$ cat src/rtl/bcd_scan_counter_if.sv
// Control and display bundle for bcd_scan_counter.
// master drives count controls; slave is the counter.
interface bcd_scan_counter_if;
  logic        clr;
  logic        load;
  logic [15:0] load_val;
  logic        en;
  logic        up_dn;
  logic        lz_blank;
  logic [15:0] bcd;
  logic        carry;
  logic [3:0]  digit;
  logic [3:0]  an;

  modport master (
    output clr,
    output load,
    output load_val,
    output en,
    output up_dn,
    output lz_blank,
    input  bcd,
    input  carry,
    input  digit,
    input  an
  );

  modport slave (
    input  clr,
    input  load,
    input  load_val,
    input  en,
    input  up_dn,
    input  lz_blank,
    output bcd,
    output carry,
    output digit,
    output an
  );
endinterface

$ cat src/rtl/bcd_scan_counter.sv
// Four-digit BCD up/down counter with a
// multiplexed display scanner.
module bcd_scan_counter #(
  parameter int unsigned SCAN_DIV = 1000
) (
  input  logic               clk,
  input  logic               rst_n,
  bcd_scan_counter_if.slave  bus
);

  localparam logic [15:0] DIV_MAX =
    16'(SCAN_DIV - 1);

  logic [15:0] bcd_q;
  logic [15:0] bcd_d;
  logic        carry_q;
  logic        carry_d;
  logic [15:0] div_q;
  logic [15:0] div_d;
  logic [1:0]  scan_idx_q;
  logic [1:0]  scan_idx_d;

  logic [16:0] inc_r;
  logic [16:0] dec_r;
  logic [15:0] sat_val;
  logic [3:0]  blank;
  logic [3:0]  an_raw;

  // Result bit 16 is the wrap flag.
  function automatic logic [16:0] bcd_inc(
    input logic [15:0] v
  );
    logic [15:0] r;
    logic        c;
    logic [3:0]  n;
    r = v;
    c = 1'b1;
    for (int i = 0; i < 4; i++) begin
      n = v[i*4 +: 4];
      if (c) begin
        if (n >= 4'd9) begin
          r[i*4 +: 4] = 4'd0;
        end else begin
          r[i*4 +: 4] = n + 4'd1;
          c = 1'b0;
        end
      end
    end
    return {c, r};
  endfunction

  function automatic logic [16:0] bcd_dec(
    input logic [15:0] v
  );
    logic [15:0] r;
    logic        b;
    logic [3:0]  n;
    r = v;
    b = 1'b1;
    for (int i = 0; i < 4; i++) begin
      n = v[i*4 +: 4];
      if (b) begin
        if (n == 4'd0) begin
          r[i*4 +: 4] = 4'd9;
        end else begin
          r[i*4 +: 4] = n - 4'd1;
          b = 1'b0;
        end
      end
    end
    return {b, r};
  endfunction

  function automatic logic [15:0] bcd_sat(
    input logic [15:0] v
  );
    logic [15:0] r;
    for (int i = 0; i < 4; i++) begin
      if (v[i*4 +: 4] > 4'd9) begin
        r[i*4 +: 4] = 4'd9;
      end else begin
        r[i*4 +: 4] = v[i*4 +: 4];
      end
    end
    return r;
  endfunction

  assign inc_r   = bcd_inc(bcd_q);
  assign dec_r   = bcd_dec(bcd_q);
  assign sat_val = bcd_sat(bus.load_val);

  always_comb begin
    bcd_d   = bcd_q;
    carry_d = 1'b0;
    if (bus.clr) begin
      bcd_d = 16'h0000;
    end else if (bus.load) begin
      bcd_d = sat_val;
    end else if (bus.en) begin
      if (bus.up_dn) begin
        bcd_d   = inc_r[15:0];
        carry_d = inc_r[16];
      end else begin
        bcd_d   = dec_r[15:0];
        carry_d = dec_r[16];
      end
    end
  end

  // Scanner runs freely, unaffected by count controls.
  always_comb begin
    div_d      = div_q + 16'd1;
    scan_idx_d = scan_idx_q;
    if (div_q >= DIV_MAX) begin
      div_d      = 16'd0;
      scan_idx_d = scan_idx_q + 2'd1;
    end
  end

  always_ff @(posedge clk or negedge rst_n) begin
    if (!rst_n) begin
      bcd_q      <= 16'h0000;
      carry_q    <= 1'b0;
      div_q      <= 16'd0;
      scan_idx_q <= 2'd0;
    end else begin
      bcd_q      <= bcd_d;
      carry_q    <= carry_d;
      div_q      <= div_d;
      scan_idx_q <= scan_idx_d;
    end
  end

  always_comb begin
    blank    = 4'b0000;
    blank[3] = (bcd_q[15:12] == 4'd0);
    blank[2] = blank[3] && (bcd_q[11:8] == 4'd0);
    blank[1] = blank[2] && (bcd_q[7:4] == 4'd0);
  end

  always_comb begin
    an_raw = 4'b0001;
    unique case (scan_idx_q)
      2'd0: an_raw = 4'b0001;
      2'd1: an_raw = 4'b0010;
      2'd2: an_raw = 4'b0100;
      2'd3: an_raw = 4'b1000;
    endcase
  end

  assign bus.bcd   = bcd_q;
  assign bus.carry = carry_q;
  assign bus.digit = bcd_q[{scan_idx_q, 2'b00} +: 4];
  assign bus.an    =
    (bus.lz_blank && blank[scan_idx_q]) ?
    4'b0000 : an_raw;

endmodule

$ cat src/flat_wrapper.sv
// flat-port wrapper written by rule: the top's interface ports become plain ports
module bcd_scan_counter_flat 
#(
  parameter int unsigned SCAN_DIV = 1000
)
  (clk, rst_n, bus_clr, bus_load, bus_load_val, bus_en, bus_up_dn, bus_lz_blank, bus_bcd, bus_carry, bus_digit, bus_an);
  bcd_scan_counter_if bus_i ();
  input  logic clk;
  input  logic rst_n;
  input wire logic [$bits(bus_i.clr)-1:0] bus_clr;
  input wire logic [$bits(bus_i.load)-1:0] bus_load;
  input wire logic [$bits(bus_i.load_val)-1:0] bus_load_val;
  input wire logic [$bits(bus_i.en)-1:0] bus_en;
  input wire logic [$bits(bus_i.up_dn)-1:0] bus_up_dn;
  input wire logic [$bits(bus_i.lz_blank)-1:0] bus_lz_blank;
  output wire logic [$bits(bus_i.bcd)-1:0] bus_bcd;
  output wire logic [$bits(bus_i.carry)-1:0] bus_carry;
  output wire logic [$bits(bus_i.digit)-1:0] bus_digit;
  output wire logic [$bits(bus_i.an)-1:0] bus_an;
  assign bus_i.clr = bus_clr;
  assign bus_i.load = bus_load;
  assign bus_i.load_val = bus_load_val;
  assign bus_i.en = bus_en;
  assign bus_i.up_dn = bus_up_dn;
  assign bus_i.lz_blank = bus_lz_blank;
  assign bus_bcd = bus_i.bcd;
  assign bus_carry = bus_i.carry;
  assign bus_digit = bus_i.digit;
  assign bus_an = bus_i.an;
  bcd_scan_counter #(.SCAN_DIV(SCAN_DIV)) u_core (.clk(clk), .rst_n(rst_n), .bus(bus_i));
endmodule
$ cat config.mk
export PLATFORM = sky130hd
export DESIGN_NAME = bcd_scan_counter_flat
export DESIGN_NICKNAME = d
export VERILOG_FILES = /design/src/rtl/bcd_scan_counter_if.sv /design/src/rtl/bcd_scan_counter.sv /design/src/flat_wrapper.sv
export SDC_FILE = /design/constraint.sdc
export NUM_CORES = 1
export LEC_CHECK = 0
export ABC_CLOCK_PERIOD_IN_PS = 2000
export CAP_MARGIN = 5
export CORE_MARGIN = 2
export CORE_UTILIZATION = 48
export DETAILED_ROUTE_END_ITERATION = 10
export PLACE_DENSITY = 0.77
export SYNTH_ARGS = -nofsm -noshare
export SYNTH_HDL_FRONTEND = slang
export SYNTH_SLANG_ARGS = --single-unit
$ cat constraint.sdc
create_clock -name clk -period 2 [get_ports clk]
set_input_delay 0.6 -clock clk [delete_from_list [all_inputs] [get_ports clk]]
set_output_delay 0.6 -clock clk [all_outputs]
set_load 0.005 [all_outputs]
==> results.toml <==
[pwr]
power.total_uw = 2940
p_per_area_nw_per_um2 = 668
ir_worst_vdd_mv = 0.686
p_leak_uw = 0.00200

[cts]
cts-root-buf = "clkbuf_8"
cts_buffer_depth = 2
cts_buffers = 5
clock_latency_ns = 0.30
cts_hold_buf = 0
clk_pin_slew_ns = 0.08
cts_tree = "built"
htreeDepth = 2
clock-sinks = 35

[place]
place_inst = 483
placed_area_um2 = 3820
numPortBuffers = 47
place.gp.congestion = 0.926
dp_hpwl_um = 5830

[critical_path]
slowest_delay_ns = 0.42
rr_worst_depth = 9
critPathMostFrequentCell = "buf_6"
timing.rr.start = "u_core.bus.bcd[4]$_DFFE_PN0P_"
worst_r2r_endpoint = "u_core.bus.bcd[9]$_DFFE_PN0P_"
crit_fanout = 2
slowest_stage = "dfrtp_2"
cp.arrival_ns = 1.98
setup.worst_path.class = "flip-flop to output port"
cp-end-kind = "output port"
rrSetupSlack_ns = -0.09
startpoint_type = "flip-flop"
critical_path_required_ns = 1.40
crit_chain = "inv_2 -> ha_4 -> nor3b_4 -> a21oi_2 -> o21ai_2 -> nand3_2 -> buf_6 -> and2_4 -> buf_6"

[worst_hold_path]
hold_start = "u_core.div_q[0]$_DFF_PN0_"
holdPathEnd = "u_core.div_q[0]$_DFF_PN0_"
hold_path_depth = 1
holdCritPathClass = "flip-flop to flip-flop"

[logic_synthesis]
synth_flop_cell = "dfrtp_1"
synth_edf_count = 0
ys_types = 62
async_flop_share_pct = 100
synthTopCellsByCount = "35 x dfrtp_1, 23 x inv_1, 23 x nor2_1, 18 x ha_1, 17 x a21oi_1"
synthTopCellsByArea = "dfrtp_1 32%, ha_1 8.2%, inv_1 3.1%, nor2_1 3.1%, a21oi_1 3.1%"
avgSynthCellArea_um2 = 8.93
yosys.cell_count.top_type = "dfrtp_1"
yosysTopAreaCellShare_pct = 31.9
syn_inst = 307
yosysWarnings = 0
ys_seq_area_share_pct = 31.9
syn-cell-area_um2 = 2740
ys_ff_latch = 35
synth_area_leader_cell = "dfrtp_1"

[timing]
hold_viol = 0
skew_ns = 0.0166
setup_viol = 13
fmax_ghz = 0.387
layout_setup_ws_ns = -0.581
post-route-min-period_ns = 2.58
rsz0062_at_grt = "true"
setup-tns-final_ns = -2.48
drv_slew = 0
post-route-period-util_pct = 129

[layout]
drive_gt1_share_pct = 39.6
area_growth_pct = 60.4
stdcell_area_um2 = 4400
n_antenna_cell = 0
fin_cells = 514
layout.nets = 482

[global_routing]
globalRouteOverflowTotal = 0
grt_util_all_layers_pct = 29.1
grt_start_max_net_pins = 36
antenna_found_initial = 0
grt_pass1_wl_um = 14300
first_global_vias = 2999

[die]
die_y_um = 79.6
num_rows = 27
die_w_um = 79.6
dieArea_um2 = 6330
coreArea_um2 = 5510
io_pins = 48
start_util_pct = 49.8

[routing]
drtPass1Iterations = 5
wl_per_cell_um = 18.6
postRouteWirelength_um = 9580
drc = 0
ant_nets = 0
first_iter_violations = 205
drt-vias-per-instance = 5.97
via_count = 3070

[run_status]
outcome = "complete, but fails checks"
failed_checks = "setup timing"

[run]
cap_violations = 0
routing by layer:
metal	track usage, %	up-vias	part of all wire [%]
met4	13.8	0	4.4
met5	0	-	0
met3	6.11	43	7.1
met1	35.0	1462	39
li1	-	1384	-
met2	49.4	181	49
stage by stage:
stage | hold slack [ns] | worst slack (ns) | util, %
4_1_cts | 0.490 | -0.505 | 75.6
5_1_grt | 0.512 | -0.623 | 79.9
3_3_place_gp | 0.461 | -0.426 | 69.4
6_report | 0.486 | -0.581 | 79.9
3_5_place_dp | 0.479 | -0.458 | 69.4
2_1_floorplan | 0.304 | 0.0130 | -
kinds of logic (layout without fill, tap and decap cells):
| group | after synthesis | count (layout) | share of synthesized area, % |
|---|---|---|---|
| multiplexers | 11 | 11 | 6.21 |
| other | 1 | 6 | 0.137 |
| AND/OR/NAND/NOR | 109 | 109 | 24.1 |
| XOR/XNOR | 9 | 9 | 2.88 |
| adder cells (fa/ha/maj) | 18 | 18 | 8.22 |
| buffers and inverters | 41 | 171 | 6.02 |
| AO/OA/AOI/OAI | 83 | 83 | 20.5 |
| flip-flops | 35 | 35 | 31.9 |
power breakdown:
| group | switching (µW) | internal, µW |
|---|---|---|
| Sequential | 53.7 | 768 |
| Combinational | 693 | 871 |
| Clock | 304 | 249 |
sequential cells by signal (all words and copies together) (netlist names):
register	cells
u_core.bus.carry	1
u_core.div_q	16
u_core.bus.bcd	16
u_core.scan_idx_q	2
cell type report:
type / count / area, µm²
Clock buffer: 5 / 68.8
Inverter: 23 / 86.3
Timing Repair Buffer: 140 / 1270
Fill cell: 335 / 1110
Multi-Input combinational cell: 236 / 1980
Tap cell: 72 / 90.1
Clock inverter: 3 / 23.8
Sequential cell: 35 / 885
cells in the final DEF, fill, tap and decap left out, types with 7 or more instances in the layout:
master,Yosys,layout
inv_1,23,16
nor3_1,7,7
buf_6,0,26
a21oi_1,17,15
o21ai_0,14,13
nand2b_1,9,7
nand2_1,14,10
inv_2,0,7
nor2b_1,8,7
dfrtp_2,0,7
ha_1,18,12
buf_4,1,69
dfrtp_1,35,28
nand3_1,9,7
clkdlybuf4s50_1,0,31
nor2_1,23,23
critical path, delay by kind of cell (launching register included):
kind | cells | cell delay [ns]
flip-flops | 1 | 0.42
buffers and inverters | 3 | 0.32
AO/OA/AOI/OAI | 2 | 0.29
adder cells (fa/ha/maj) | 1 | 0.13
AND/OR/NAND/NOR | 3 | 0.52
how the worst max path moves through the flow:
stage | from | end | slack, ns
3_3_place_gp | u_core.bus.bcd[4]$_DFFE_PN0P_ | bus_an[1] | -0.43
4_1_cts | u_core.bus.bcd[4]$_DFFE_PN0P_ | bus_an[2] | -0.50
5_1_grt | u_core.bus.bcd[5]$_DFFE_PN0P_ | bus_an[2] | -0.62
6_report | u_core.bus.bcd[4]$_DFFE_PN0P_ | bus_an[2] | -0.58
3_5_place_dp | u_core.bus.bcd[4]$_DFFE_PN0P_ | bus_an[2] | -0.46
2_1_floorplan | u_core.bus.bcd[4]$_DFFE_PN0P_ | bus_an[1] | 0.01
repair_timing:
action | CTS | global route
endpoints found under the hold margin | 0 | 0
resized for setup | 68 | 53
buffers inserted | 19 | 17
pin swaps | 17 | 24
setup endpoints to repair | 27 | 29
Power figures use the tool's default switching activity.
